### src/rtl/otter_fetch_prefetch.sv
// Instruction prefetch stage for OTTER_Memory: issues word reads, buffers the
// returned words in a small FIFO and hands them to decode over valid/ready.
module otter_fetch_prefetch #(
  parameter int unsigned            ADDR_WIDTH = 10,
  parameter int unsigned            FIFO_DEPTH = 4,
  parameter logic [ADDR_WIDTH-1:0]  RESET_PC   = '0
) (
  input  logic                  MEM_CLK,
  input  logic                  MEM_RST_N,
  input  logic                  FETCH_EN,
  input  logic                  REDIRECT,
  input  logic [ADDR_WIDTH-1:0] REDIRECT_ADDR,
  output logic [ADDR_WIDTH-1:0] MEM_ADDR,
  input  logic [31:0]           MEM_DOUT,
  output logic                  INSTR_VALID,
  input  logic                  INSTR_READY,
  output logic [31:0]           INSTR,
  output logic [ADDR_WIDTH-1:0] INSTR_PC
);

  localparam int unsigned PTR_W = $clog2(FIFO_DEPTH);
  localparam int unsigned CNT_W = PTR_W + 1;

  typedef enum logic {S_IDLE, S_RUN} state_t;

  state_t                state_q, state_d;
  logic [ADDR_WIDTH-1:0] pc_q;
  logic                  pend_q;
  logic [ADDR_WIDTH-1:0] pend_pc_q;
  logic [31:0]           fifo_instr [FIFO_DEPTH];
  logic [ADDR_WIDTH-1:0] fifo_pc    [FIFO_DEPTH];
  logic [PTR_W-1:0]      rd_ptr_q, wr_ptr_q, rd_next;
  logic [CNT_W-1:0]      count_q, occupancy, cnt_after_pop;
  logic [31:0]           instr_q, head_instr_d;
  logic [ADDR_WIDTH-1:0] instr_pc_q, head_pc_d;
  logic                  issue, push, pop, head_upd;

  always_comb begin
    state_d = state_q;
    case (state_q)
      S_IDLE:  if (FETCH_EN)  state_d = S_RUN;
      S_RUN:   if (!FETCH_EN) state_d = S_IDLE;
      default: state_d = S_IDLE;
    endcase
  end

  // Credit counts the in-flight read so a capture can never overflow the FIFO.
  assign occupancy   = count_q + CNT_W'(pend_q);
  assign issue       = (state_q == S_RUN) && !REDIRECT && (occupancy < CNT_W'(FIFO_DEPTH));
  assign push        = pend_q && !REDIRECT;
  assign pop         = INSTR_VALID && INSTR_READY && !REDIRECT;
  assign INSTR_VALID = (count_q != '0);
  assign MEM_ADDR    = pc_q;
  assign INSTR       = instr_q;
  assign INSTR_PC    = instr_pc_q;

  // Registered head: follows the next entry after a pop, or the incoming word
  // when it lands in an otherwise empty FIFO; holds its value when empty.
  always_comb begin
    rd_next       = rd_ptr_q + PTR_W'(pop);
    cnt_after_pop = count_q - CNT_W'(pop);
    head_upd      = !REDIRECT && ((cnt_after_pop != '0) || push);
    head_instr_d  = instr_q;
    head_pc_d     = instr_pc_q;
    if (cnt_after_pop != '0) begin
      head_instr_d = fifo_instr[rd_next];
      head_pc_d    = fifo_pc[rd_next];
    end else if (push) begin
      head_instr_d = MEM_DOUT;
      head_pc_d    = pend_pc_q;
    end
  end

  always_ff @(posedge MEM_CLK) begin
    if (MEM_RST_N && push) begin
      fifo_instr[wr_ptr_q] <= MEM_DOUT;
      fifo_pc[wr_ptr_q]    <= pend_pc_q;
    end
  end

  always_ff @(posedge MEM_CLK) begin
    if (!MEM_RST_N) begin
      state_q    <= S_IDLE;
      pc_q       <= RESET_PC;
      pend_q     <= 1'b0;
      pend_pc_q  <= '0;
      rd_ptr_q   <= '0;
      wr_ptr_q   <= '0;
      count_q    <= '0;
      instr_q    <= '0;
      instr_pc_q <= '0;
    end else begin
      state_q <= state_d;
      if (REDIRECT) begin
        pc_q     <= REDIRECT_ADDR;
        pend_q   <= 1'b0;
        rd_ptr_q <= '0;
        wr_ptr_q <= '0;
        count_q  <= '0;
      end else begin
        pend_q <= issue;
        if (issue) begin
          pend_pc_q <= pc_q;
          pc_q      <= pc_q + ADDR_WIDTH'(1);
        end
        if (push) wr_ptr_q <= wr_ptr_q + PTR_W'(1);
        if (pop)  rd_ptr_q <= rd_ptr_q + PTR_W'(1);
        count_q <= count_q + CNT_W'(push) - CNT_W'(pop);
        if (head_upd) begin
          instr_q    <= head_instr_d;
          instr_pc_q <= head_pc_d;
        end
      end
    end
  end

endmodule
### config.mk
export PLATFORM = sky130hd
export DESIGN_NAME = otter_fetch_prefetch
export DESIGN_NICKNAME = d
export VERILOG_FILES = /design/src/rtl/otter_fetch_prefetch.sv
export SDC_FILE = /design/constraint.sdc
export NUM_CORES = 1
export LEC_CHECK = 0
export ABC_AREA = 0
export CAP_MARGIN = 20
export CORE_MARGIN = 5
export CORE_UTILIZATION = 43
export CTS_CLUSTER_DIAMETER = 100
export CTS_CLUSTER_SIZE = 30
export DETAILED_ROUTE_END_ITERATION = 6
export DONT_BUFFER_PORTS = 1
export PLACE_DENSITY_LB_ADDON = 0.15
export SLEW_MARGIN = 20
export SYNTH_ARGS = -nofsm -noshare
export SYNTH_HDL_FRONTEND = slang
export SYNTH_SLANG_ARGS = --single-unit
### constraint.sdc
create_clock -name MEM_CLK -period 2.5 [get_ports MEM_CLK]
set_input_delay 0.375 -clock MEM_CLK [delete_from_list [all_inputs] [get_ports MEM_CLK]]
set_output_delay 0.375 -clock MEM_CLK [all_outputs]
set_load 0.05 [all_outputs]
Word level (Yosys, flattened, before mapping):

Memory sizes are Yosys's and may differ from the RTL's.
Cells that the tools add are included.

* register bits after elaboration: 71
* memory bits (writable): 168
* input bits: 47
* memories kept: 2

* add/sub/neg operators: 8
* order comparisons: 1
* muxes and demuxes: 9
* bitwise operators: 2
* reduce and logical (&&, ||, !) cells: 16

Memories
* fifo_instr: depth 4, width 32, rd ports 1, clocked after memory_dff 0, wr ports 1, line 30 `logic [31:0] fifo_instr [FIFO_DEPTH];`
* fifo_pc: depth 4, width 10, rd ports 1, clocked after memory_dff 0, wr ports 1, line 31 `logic [ADDR_WIDTH-1:0] fifo_pc [FIFO_DEPTH];`

Operators by type and width (count)
* $mux W32: 2
* $mux W10: 4
* $add A10 B1 Y10 const B: 1
* $logic_and A1 B1 Y1: 7
* $add A3 B1 Y3: 2
* $reduce_bool A3 Y1: 2
* $sub A3 B1 Y3: 2
* $add A2 B1 Y2 const B: 2
* $reduce_bool A2 Y1: 2
* $lt A3 B3 Y1 const B: 1
* $mux W1: 3
* $reduce_and A3 Y1: 1
* $add A2 B1 Y2: 1
* $not A1 Y1: 2
* $reduce_and A2 Y1: 1
* $reduce_or A2 Y1: 1
* $logic_not A1 Y1: 1
* $logic_or A1 B1 Y1: 1

Logic depth before layout (Yosys ltp):

* word-level depth: 8
* gate-level depth with buffers: 11
* gate-level depth less buffers: 9

Worst setup path before layout:

OpenSTA, ideal clock, no wires.

* path kind: register to register
* from: reg count_q[2]
* to: reg instr_q[13], in the netlist INSTR[13]
* arrival time: 2.862 ns
* setup slack: -0.495 ns
* stages on the path, launching flop included: 10
* buffers on the path: 3
* clock period less this slack: 2.995 ns
* cell sequence: dfxtp_1 > buf_2 > or3_1 > and3_1 > ha_1 > clkbuf_1 > buf_2 > mux4_2 > o22ai_1 > o22ai_1

* cells in the longest elaborated chain, start to end: 8

Ends and longest elaborated chain
* start: declaration: line 33 `logic [CNT_W-1:0] count_q, occupancy, cnt_after_pop;`
* start signal: assignment: line 108 `count_q <= count_q + CNT_W'(push) - CNT_W'(pop);`
* $reduce_bool A3 Y1 *: line 52 `assign INSTR_VALID = (count_q != '0);`
* net INSTR_VALID: line 15 `output logic INSTR_VALID,`
* $logic_and A1 B1 Y1 * (2 in series): line 51 `assign pop = INSTR_VALID && INSTR_READY && !REDIRECT;`
* net pop: line 36 `logic issue, push, pop, head_upd;`
* $sub A3 B1 Y3: line 61 `cnt_after_pop = count_q - CNT_W'(pop);`
* $reduce_bool A3 Y1: line 62, 65
* $logic_or A1 B1 Y1: line 62 `head_upd = !REDIRECT && ((cnt_after_pop != '0) || push);`
* $logic_and A1 B1 Y1: line 62
* $reduce_and A3 Y1 (no line)
* end signal: assignment: line 110 `instr_q <= head_instr_d;`
* end: declaration: line 34 `logic [31:0] instr_q, head_instr_d;`

The timed path passes the listed nets; every way through them passes the cells marked *.
A chain may end at the register's enable or synchronous reset.

Worst setup path after layout:

* from: reg count_q[1]
* to: reg instr_pc_q[7], in the netlist INSTR_PC[7]

* cells in the longest elaborated chain, start to end: 8

Ends and longest elaborated chain
* $reduce_bool A3 Y1 *: line 52
* $logic_and A1 B1 Y1 * (2 in series): line 51
* net pop: line 36
* $sub A3 B1 Y3: line 61
* $reduce_bool A3 Y1: line 62, 65
* $logic_or A1 B1 Y1: line 62
* $logic_and A1 B1 Y1: line 62
* $reduce_and A3 Y1 (no line)
* end signal: assignment: line 111 `instr_pc_q <= head_pc_d;`
* end: declaration: line 35 `logic [ADDR_WIDTH-1:0] instr_pc_q, head_pc_d;`

Marks and branches as above.

==> summary.txt <==
Placement
  • Hpwl dp: 12600 um
  • IO buf count: 0
  • Routability cong.: 0.767
  • Pre-CTS setup slack: 0.113 ns
  • Placed cell area: 0.00987 mm^2
  • Dpl cells: 879

Setup path
  • CP endpoint kind: flip-flop
  • CP cell instances: or3_4 > and3_4 > ha_4 > buf_4 > mux4_2 > o22ai_1 > o22ai_1
  • Cell at the slowest stage of the critical path: mux4_2
  • Startpoint types: flip-flop
  • Top delay family on crit path: simple AND/OR/NAND/NOR gates
  • Slowest cell delay on critical path: 0.48 ns
  • Critical path depth: 7
  • Critical path origin: count_q[1]
  • Cells on worst reg2reg path: 7
  • Buffers & Inverters on Critical Path: 1
  • Reg-to-Reg Start: count_q[1]
  • Crit-path most repeated cell: o22ai_1
  • Flop2flop setup slack: 0.15 ns
  • Reg2reg end: INSTR_PC[7]
  • Worst Setup Path Type: reg -> reg
  • CP arrival: 2.72 ns
  • Crit Path Max Fanout: 9
  • CP Capture Point: INSTR_PC[7]
  • Worst EP required: 2.87 ns

GRT
  • Global-route wire length before repair: 32500 um
  • Initial antenna violation count: 0
  • Largest net degree at the start of global routing: 80
  • Gr usage total: 17.0%
  • GRT overflow: 0
  • Vias in the first global route: 5635

Die
  • Core Area: 0.0212 mm^2
  • IO Count: 100
  • Row count: 53
  • Initial core utilization: 43.8%
  • Die X: 157 um
  • Die Span Y: 157 um
  • Die area: 0.0246 mm^2

Synthesis
  • Synth unique cells: 44
  • Yosys warnings: 0
  • Number of enable flip-flop cells after synthesis: 168
  • Post-synthesis compound-gate area fraction: 7.09%
  • Post-synthesis simple-gate area fraction: 6.76%
  • Synth async-reset ratio: 0%
  • Syn Std Cell Area: 0.00927 mm^2
  • Largest family of logic cells by synthesized area: multiplexers
  • Xor/xnor share of the synthesized area: 0.945%
  • Cells after Synth: 610
  • Avg Cell Area, Syn: 15.2 um^2
  • Post-Syn Nets: 667
  • Flops & latches, synth: 239
  • Primary FF master, synth: edfxtp_1
  • Synthesized-area fraction occupied by adder cells: 1.43%
  • Post-synthesis mux area share: 11.7%
  • Sequential fraction of the synthesis area: 69.8%

Pwr
  • P_leak: 3.42 nW
  • Int Pwr: 5.21 mW
  • Seq pwr share: 65.8%
  • Switching power total: 1.41 mW
  • Switching Share: 21.3%
  • Comb pwr share: 4.1%
  • PD cells: 629 mW/mm^2
  • VDD IR max: 0.485 mV
  • Clock Power Share: 30.1%

Status
  • Run status: complete, no violations

Clock network
  • H-tree lvl count: 1
  • Worst-path clk slew: 0.11 ns
  • CTS sink cnt: 239
  • Total CTS buffers: 11
  • Worst skew pair latency: 0.47 ns
  • Clock Path Buffers: 3
  • Clock Root Buffer: clkbuf_16
  • CTS tree: done

Timing
  • Final setup viols: 0
  • Worst Setup Slack, final: 0.146 ns
  • Worst rel slew slack: 55.4%
  • Hold slack: 0.0282 ns
  • Final setup skew: 0.0120 ns
  • Slew Viols, Final: 0
  • Measured slew at the worst slew-check pin: 0.668 ns
  • Period utilization: 94.1%
  • Min Tclk post-route: 2.35 ns
  • Hold Vio Cnt, Final: 0
  • RSZ-0062 raised after global routing: no
  • Fmax: 425 MHz
  • Setup TNS: 0 ns

Drt
  • Post-route ant nets: 0
  • Via count: 5307
  • Average wire per cell in the routed design: 22.4 um
  • Initial DRT Pass Iterations: 4
  • Routed wire length: 20900 um
  • Via density: 5.69
  • Initial DRC Count: 429
  • Residual DRC: 0

Final layout
  • Proportion of layout cells with a drive suffix above 1: 16.7%
  • Multi-input combinational cell area: 0.00264 mm^2
  • Leading cell type in the layout, fill and taps excluded: edfxtp_1
  • Most frequent cells in the layout: 168 x edfxtp_1, 90 x nand2_1, 71 x dfxtp_1, 42 x mux4_2, 42 x o22ai_1
  • Area growth from synthesis to final layout: 13.6%
  • Fillers: 1779
  • Post-route cell area: 0.0105 mm^2
  • Final non-filler cell total: 933
  • Storage element area: 0.00647 mm^2
  • N_diodes: 0
  • Nets: 711

Hold path
  • Min-Delay Path Class: in -> reg

Flow run
  • MaxCap Viol Count: 0
-- layout make-up --
class / instances / share of cell area (%)
clock buffer: 17 / 2.83
timing repair buffer: 74 / 7.14
inverter: 8 / 0.285
sequential: 239 / 61.4
tap: 275 / 3.27
multi-input combinational: 320 / 25.1
-- through the flow --
step / util, % / total power [mW]
CTS: 49.6 / 6.68
global route: 49.8 / 6.87
finish: 49.8 / 6.62
global placement: 46.6 / 4.65
floorplan: - / 4.60
detailed placement: 46.6 / 4.66
-- sequential cells by signal, summed over array words and instances (netlist names), 2 cells and up --
| name | count |
|---|---|
| INSTR | 32 |
| INSTR_PC | 10 |
| MEM_ADDR | 10 |
| count_q | 3 |
| fifo_instr | 128 |
| fifo_pc | 40 |
| pend_pc_q | 10 |
| rd_ptr_q | 2 |
| wr_ptr_q | 2 |
-- worst min-delay path by stage --
stage	from	to	slack, ns	cells after the start
2_1_floorplan	MEM_DOUT[0]	fifo_instr[0][0]	0.47	0
3_3_place_gp	MEM_DOUT[9]	fifo_instr[2][9]	0.47	0
3_5_place_dp	MEM_DOUT[22]	fifo_instr[2][22]	0.47	0
4_1_cts	FETCH_EN	state_q	0.01	1
5_1_grt	FETCH_EN	state_q	0.007	1
6_report	FETCH_EN	state_q	0.03	1
-- kinds of logic after synthesis --
| family | count (synthesis) |
|---|---|
| compound gates | 109 |
| xor+xnor | 10 |
| fa+ha+maj | 10 |
| buf+inv | 51 |
| flops | 239 |
| mux | 55 |
| simple gates | 136 |
-- synth_stat cells, types with 5 or more instances --
library cell / number / share of area [%]
o22ai_1: 42 / 2.8
mux2i_1: 12 / 1.3
nand3_1: 5 / 0.27
o21ai_0: 31 / 1.7
nor2_1: 8 / 0.32
mux4_2: 42 / 10
buf_2: 12 / 0.65
edfxtp_1: 168 / 54
nand2_1: 90 / 3.6
ha_1: 9 / 1.2
xnor2_1: 8 / 0.76
dfxtp_1: 71 / 15
a31oi_1: 24 / 1.6
clkbuf_1: 28 / 1.1
inv_1: 8 / 0.32
-- timing repair --
item / in CTS / in global routing
endpoints found under the hold margin: 128 / 0
hold buffers: 32 / 0
setup endpoints to repair: 0 / 4
setup buffers: 0 / 5
resized for setup: 0 / 1
-- layer usage --
metal	vias up	global-route usage (%)	part of all wire [%]
li1	2425	-	-
met1	2728	22.6	42
met2	122	28.6	49
met3	32	4.29	6.8
met4	0	3.55	1.6
met5	-	0	0
-- power by group through the flow --
stage / clock network [mW] / registers, mW / logic [mW]
finish: 1.99 / 4.35 / 0.272
global route: 2.21 / 4.36 / 0.299
CTS: 2.05 / 4.36 / 0.273
detailed placement: 0 / 4.45 / 0.211
global placement: 0 / 4.45 / 0.207
floorplan: 0 / 4.47 / 0.134
No activity file was read; power rests on OpenSTA's default activity.
